## config.mk

```make
export PLATFORM = sky130hd
export DESIGN_NAME = rr_mux_arbiter_flat
export DESIGN_NICKNAME = d
export VERILOG_FILES = /design/src/rtl/rr_mux_arbiter_if.sv /design/src/rtl/rr_mux_arbiter.sv /design/src/flat_wrapper.sv
export SDC_FILE = /design/constraint.sdc
export NUM_CORES = 1
export LEC_CHECK = 0
export BUFFER_PORTS_ARGS = -buffer_cell sky130_fd_sc_hd__buf_2
export CORE_MARGIN = 2
export CORE_UTILIZATION = 58
export CTS_BUF_LIST = sky130_fd_sc_hd__clkbuf_16
export DETAILED_ROUTE_END_ITERATION = 8
export GPL_TIMING_DRIVEN = 0
export PLACE_DENSITY = 0.82
export SYNTH_ARGS = -nofsm -noshare
export SYNTH_HDL_FRONTEND = slang
export SYNTH_SLANG_ARGS = --single-unit
```

## constraint.sdc

```tcl
create_clock -name clk -period 5.6 [get_ports clk]
set_input_delay 0.84 -clock clk [delete_from_list [all_inputs] [get_ports clk]]
set_output_delay 0.84 -clock clk [all_outputs]
set_load 0.02 [all_outputs]
```

## src/rtl/rr_mux_arbiter_if.sv

```systemverilog
// Requester/consumer bundle for rr_mux_arbiter.
// The lock vector exists only when RRMUX_LOCK_EN is defined.
interface rr_mux_arbiter_if #(
    parameter int N = 16,
    parameter int M = 4,
    parameter int W = 1
);
    logic [N-1:0]   req;
    logic [N*W-1:0] din;
    logic           ready;
`ifdef RRMUX_LOCK_EN
    logic [N-1:0]   lock;
`endif
    logic [N-1:0]   gnt;
    logic [M-1:0]   sel;
    logic [W-1:0]   y;
    logic           valid;

`ifdef RRMUX_LOCK_EN
    modport master (output req, din, ready, lock, input gnt, sel, y, valid);
    modport slave  (input req, din, ready, lock, output gnt, sel, y, valid);
`else
    modport master (output req, din, ready, input gnt, sel, y, valid);
    modport slave  (input req, din, ready, output gnt, sel, y, valid);
`endif
endinterface

```

## src/rtl/rr_mux_arbiter.sv

```systemverilog
// Round-robin N:1 mux arbiter with registered output and valid/ready handshake.
// Optional bus lock enabled by defining RRMUX_LOCK_EN.
//
// state  | meaning
// IDLE   | y empty, valid=0
// BUSY   | y holds a round-robin winner, valid=1
// LOCKED | y holds the lock owner re-granted without advancing ptr (RRMUX_LOCK_EN)
module rr_mux_arbiter #(
    parameter int N = 16,
    parameter int M = 4,
    parameter int W = 1
) (
    input  logic             clk,
    input  logic             rst_n,
    rr_mux_arbiter_if.slave  bus
);

`ifdef RRMUX_LOCK_EN
    typedef enum logic [1:0] {IDLE = 2'd0, BUSY = 2'd1, LOCKED = 2'd2} state_t;
`else
    typedef enum logic [1:0] {IDLE = 2'd0, BUSY = 2'd1} state_t;
`endif

    state_t         state;
    logic [M-1:0]   ptr;
    logic [M-1:0]   sel_q;
    logic [W-1:0]   y_q;
    logic [N-1:0]   gnt_q;

    logic           load_ok;
    logic           found;
    logic [M-1:0]   winner;
    logic [M-1:0]   pick;
    logic [M-1:0]   ptr_nxt;

    assign load_ok = (state == IDLE) || bus.ready;

    // Scan from ptr upward, wrapping at N, first requester wins.
    always_comb begin
        int idx;
        found  = 1'b0;
        winner = '0;
        idx    = 0;
        for (int k = 0; k < N; k++) begin
            idx = int'(ptr) + k;
            if (idx >= N) idx = idx - N;
            if (!found && bus.req[idx]) begin
                found  = 1'b1;
                winner = M'(idx);
            end
        end
    end

`ifdef RRMUX_LOCK_EN
    logic lock_hit;
    assign lock_hit = (state != IDLE) && bus.req[sel_q] && bus.lock[sel_q];
    assign pick     = lock_hit ? sel_q : winner;
`else
    assign pick     = winner;
`endif

    assign ptr_nxt = (pick == M'(N-1)) ? '0 : pick + 1'b1;

    always_ff @(posedge clk) begin
        if (!rst_n) begin
            state <= IDLE;
            ptr   <= '0;
            sel_q <= '0;
            y_q   <= '0;
            gnt_q <= '0;
        end else begin
            gnt_q <= '0;
            if (load_ok) begin
                if (found) begin
                    sel_q <= pick;
                    y_q   <= bus.din[int'(pick)*W +: W];
                    gnt_q <= {{(N-1){1'b0}}, 1'b1} << pick;
`ifdef RRMUX_LOCK_EN
                    if (lock_hit) begin
                        state <= LOCKED;
                    end else begin
                        state <= BUSY;
                        ptr   <= ptr_nxt;
                    end
`else
                    state <= BUSY;
                    ptr   <= ptr_nxt;
`endif
                end else begin
                    state <= IDLE;
                end
            end
        end
    end

    assign bus.gnt   = gnt_q;
    assign bus.sel   = sel_q;
    assign bus.y     = y_q;
    assign bus.valid = (state != IDLE);

endmodule

```

## src/flat_wrapper.sv

```systemverilog
// flat-port wrapper written by rule: the top's interface ports become plain ports
module rr_mux_arbiter_flat 
#(
    parameter int N = 16,
    parameter int M = 4,
    parameter int W = 1
)
  (clk, rst_n, bus_req, bus_din, bus_ready, bus_gnt, bus_sel, bus_y, bus_valid);
  rr_mux_arbiter_if #(.N(N), .M(M), .W(W)) bus_i ();
  input  logic clk;
  input  logic rst_n;
  input wire logic [$bits(bus_i.req)-1:0] bus_req;
  input wire logic [$bits(bus_i.din)-1:0] bus_din;
  input wire logic [$bits(bus_i.ready)-1:0] bus_ready;
  output wire logic [$bits(bus_i.gnt)-1:0] bus_gnt;
  output wire logic [$bits(bus_i.sel)-1:0] bus_sel;
  output wire logic [$bits(bus_i.y)-1:0] bus_y;
  output wire logic [$bits(bus_i.valid)-1:0] bus_valid;
  assign bus_i.req = bus_req;
  assign bus_i.din = bus_din;
  assign bus_i.ready = bus_ready;
  assign bus_gnt = bus_i.gnt;
  assign bus_sel = bus_i.sel;
  assign bus_y = bus_i.y;
  assign bus_valid = bus_i.valid;
  rr_mux_arbiter #(.N(N), .M(M), .W(W)) u_core (.clk(clk), .rst_n(rst_n), .bus(bus_i));
endmodule
```

# [Word level (Yosys, flattened, before mapping)]
# Index checks and enable logic that the tools add are counted.
[word_totals] register_bits=27 in_bits=35 output_inout_bits=22 elab_cells=205
[op_classes] addsub=32 order_cmp=32 eq_ne=1 shift=2 mux=98 n_reduce_logical=35
[ops] cell="< comparator 32 x 6 -> 1 bit (second input constant)" n=16
[ops] cell="two-way mux 32 bit" n=16
[ops] cell=">= comparator 32 x 6 -> 1 bit (second input constant)" n=15
[ops] cell="subtractor 32 x 6 -> 32 bit (second input constant)" n=15
[ops] cell="two-way mux 4 bit" n=17
[ops] cell="binary-select mux 1 bit (select 4 bit)" n=16
[ops] cell="two-way mux 1 bit" n=49
[ops] cell="adder 4 x 4 -> 5 bit (second input constant)" n=8
[ops] cell="adder 4 x 3 -> 5 bit (second input constant)" n=4
[ops] cell="variable part select 16 x 5 -> 1 bit" n=1
[ops] cell="left shift 1 x 4 -> 16 bit (first input constant)" n=1
[ops] cell="logical AND 1 bit" n=15
[ops] cell="logical NOT 1 bit" n=15
[ops] cell="adder 4 x 2 -> 5 bit (second input constant)" n=2
[ops] cell="subtractor 4 x 5 -> 6 bit (second input constant)" n=1
[ops] cell="adder 4 x 1 -> 5 bit (second input constant)" n=1
[ops] cell=">= comparator 4 x 5 -> 1 bit (second input constant)" n=1
[ops] cell="adder 4 x 1 -> 4 bit (second input constant)" n=1
[ops] cell="equality test 4 bit (second input constant)" n=1
[ops] cell="AND reduction 3 bit" n=1
[ops] cell="logical NOT 2 bit" n=1
[ops] cell="AND reduction 2 bit" n=1
[ops] cell="nonzero test 2 bit" n=1
[ops] cell="logical OR 1 bit" n=1

# [Depth between registers and ports, before layout]
[logic_depth] ltp_word=53 ltp_mapped=22 depth_no_buf=16

# [Worst setup path before layout]
# No wires, ideal clock.
[synth_timing] path_kind="register -> register" startpoint="register u_core.ptr[1]" endpoint="register u_core.ptr[2]" setup_time_ps=115 arrival_time_ps=5044 required_time_ps=5485 path_slack_ps=441 path_stages_with_launch=23 n_path_buf=6 period_less_slack_ps=5159 cell_sequence="dfxtp_1 > clkbuf_1 > inv_1 > buf_1 > ha_1 > buf_2 > clkbuf_1 > mux4_2 > mux2_2 > mux2_2 > nor3b_4 > nand4_2 > clkbuf_1 > o21ai_0 > o21ai_1 > a221o_1 > buf_2 > inv_1 > ha_1 > ha_1 > o211ai_1 > o21ai_0 > and2_1"
[synth_via] elab_chain_cells=53 word_cells_on_any_way=177 classes_between="add/sub: 32; order compare: 16; eq/ne: 1; mux: 97; reduce/logical: 31"
[synth_lines] item="from (decl)" line_no="rr_mux_arbiter.sv:25" text="logic [M-1:0] ptr;"
[synth_lines] item="from (signal assigned)" line_no="rr_mux_arbiter.sv:87" text="ptr <= ptr_nxt;"
[synth_lines] item="parallel branches: the longest is 50 deep, another holds subtractor 32 x 6 -> 32 bit"
[synth_lines] item="two-way mux 4 bit (*)" line_no="rr_mux_arbiter.sv:47" text="if (!found && bus.req[idx]) begin"
[synth_lines] item="net u_core.pick[0]" line_no="rr_mux_arbiter.sv:33" text="logic [M-1:0] pick;"
[synth_lines] item="adder 4 x 1 -> 4 bit / equality test 4 bit (equally long branches)" line_no="rr_mux_arbiter.sv:62" text="assign ptr_nxt = (pick == M'(N-1)) ? '0 : pick + 1'b1;"
[synth_lines] item="two-way mux 4 bit (*)" line_no="rr_mux_arbiter.sv:62"
# Mark *: on every way through the listed nets, which the timed path passes. The select of a mux whose other input is x is not followed.
# A chain may end at the register's enable or synchronous reset.

# [Worst setup path in the final report]
# Same ends and word-level chain as after synthesis.

==> qor.yml <==
status:
  outcome: "complete, no violations"
route:
  routedWlPerCell_um: 21.1
  vias_per_cell: 7.04
  routed_wirelength_um: 10700
  drt_first_iter_violations: 436
  ant_nets: 0
  drcViolationCount: 0
  firstDrtPassIters: 5
  num_vias: 3568
global_routing:
  track_usage_pct: 32.9
  grt_max_degree: 16
  grt_pass1_vias: 3369
  antenna_found_initial: 0
  grt_pass1_wl_um: 16900
  overflow: 0
timing:
  finalSetupTns_ns: 0
  finalMaxSlewViolations: 0
  period_minus_slack_ns: 5.34
  fin_skew_ns: 0.00300
  fin_crit_sh_pct: 95.4
  fmaxAchievable_mhz: 187
  hold_violations: 0
  setup_viol: 0
  worst_pin_slew_ns: 0.919
  maxSlewHeadroom_pct: 38.3
final_layout:
  layout_commonest_cell: "buf_2"
  final_cell_mix: "buf_2, mux2i_1, mux4_2"
  nNetsFinal: 481
  drive_above_1_share_pct: 32.2
  syn_to_final_growth_pct: 15.5
  n_antenna_cell: 0
clocking:
  h-tree-depth: 1
  cts_tree: "yes"
  clock_sinks: 26
  clkLatencyLatePin_ns: 0.26
  clockBufferDepth: 2
  numCtsBuffers: 3
  root_buffer: "clkbuf_16"
  clk_pin_slew_ns: 0.06
yosys:
  synth_area_um2: 3480
  yosys_warnings: 0
  avgSynthCellArea_um2: 9.37
  ys_types: 65
  seq_area_frac_synth_pct: 14.9
  synthCells: 372
  ys_ff_latch: 26
  async_reset_ff_share_pct: 0
  synth_flop_cell: "dfxtp_1"
  synth_edf_count: 0
  synthesis.nets: 420
die:
  die_area_um2: 6640
  die_x_um: 81.5
  ioPinCount: 57
  core_area_um2: 5850
  rows: 28
  dieHeight_um: 81.5
  start_util_pct: 59.6
hold_path:
  hold_class: "reg2reg"
critical_path:
  worstSetupEndpointType: "flip-flop"
  critical_path.cell_chain: "clkbuf_4, inv_1, buf_2, ha_1, clkbuf_4, clkbuf_4, mux4_2, mux2_2, mux2_2, nor3b_4, nand4_2, buf_2, o21ai_1, o21ai_1, a221o_1, buf_2, inv_1, ha_1, ha_1, o211ai_1, o21ai_0, and2_1"
  crit_fanout: 13
  reg2reg_slack_ns: 0.26
  crit_slowest_cell: "dfxtp_1"
  worstPathRequired_ns: 5.76
  start_kind: "flip-flop"
  path_class: "reg2reg"
  critPathMaxStageDelay_ns: 0.39
  cp.arrival_ns: 5.50
placed_design:
  place_congestion: 0.997
  place_hpwl_um: 8280
  io_buffers: 56
run:
  drv_cap: 0
-- sequential cells by signal, summed over array words and instances, names as in the netlist --
signal and count:
u_core.ptr 4, u_core.bus.gnt 16, u_core.bus.sel 4, u_core.state 1, u_core.bus.y 1
-- synthesized netlist by cell type, drive strengths merged (10+ instances only) --
cell type | count | area (µm²)
mux2i | 42 | 433
mux2 | 20 | 225
o21ai | 13 | 65.1
nor2b | 10 | 62.6
mux4 | 29 | 657
and3 | 18 | 113
nor2 | 24 | 90.1
ha | 13 | 163
nand2 | 26 | 97.6
a21oi | 10 | 50.1
buf | 16 | 92.6
dfxtp | 26 | 521
-- path summary, 6_finish.rpt --
kind	startpoint	to	cells after the start
max	u_core.ptr[1]	u_core.ptr[2]	22
min	u_core.bus.sel[2]	u_core.bus.sel[2]	1
max reg2reg	u_core.ptr[1]	u_core.ptr[2]	22
min reg2reg	u_core.bus.sel[2]	u_core.bus.sel[2]	1
-- kinds of logic after synthesis --
family / synth area share, %
multiplexers: 37.7
XOR/XNOR: 3.23
AO/OA/AOI/OAI: 16.9
adder cells (fa/ha/maj): 4.67
buffers and inverters: 4.60
flip-flops: 14.9
AND/OR/NAND/NOR: 18.0
-- final cells by class --
type / count / area [µm²]
multi-input combinational: 312 / 2850
fill: 449 / 1830
sequential: 26 / 520
timing repair buffer: 57 / 288
buffer: 24 / 139
tap: 75 / 93.8
clock buffer: 3 / 75.1
inverter: 9 / 33.8
clock inverter: 1 / 30.0
-- timing repair --
item	4_1_cts	5_1_grt
endpoints found under the setup margin	11	5
hold buffers	0	0
pin swaps	0	1
resized for setup	7	17
buffers inserted	0	1
-- critical path, delay by kind of cell (launching register included) --
kind	cells	cell delay, ns
compound gates	5	0.77
simple gates	3	0.64
buf+inv	8	1.60
fa+ha+maj	3	0.82
mux	3	1.03
flops	1	0.39
-- per-layer routing --
layer | GRT usage, % | part of all wire [%] | vias to the layer above
li1 | - | - | 1585
met1 | 42.4 | 40 | 1678
met2 | 54.5 | 47 | 261
met3 | 4.07 | 8.8 | 44
met4 | 16.1 | 4.1 | 0
met5 | 0 | 0 | -
-- per-stage QoR --
stage          setup slack [ns]  cell area (µm²)  cells  hold slack (ns)  util, %
4_1_cts                  0.0373             3980    507            0.521     68.0
5_1_grt                 -0.0112             4030    507            0.553     68.8
2_1_floorplan             0.441             3480    372            0.589        -
6_report                  0.259             4030    507            0.515     68.8
3_3_place_gp             -0.453             3860    503            0.479     66.0
3_5_place_dp             -0.520             3860    503            0.503     66.0
Power is not shown: default switching activity piles up to over one toggle a cycle in this logic, so the estimate is an artifact.
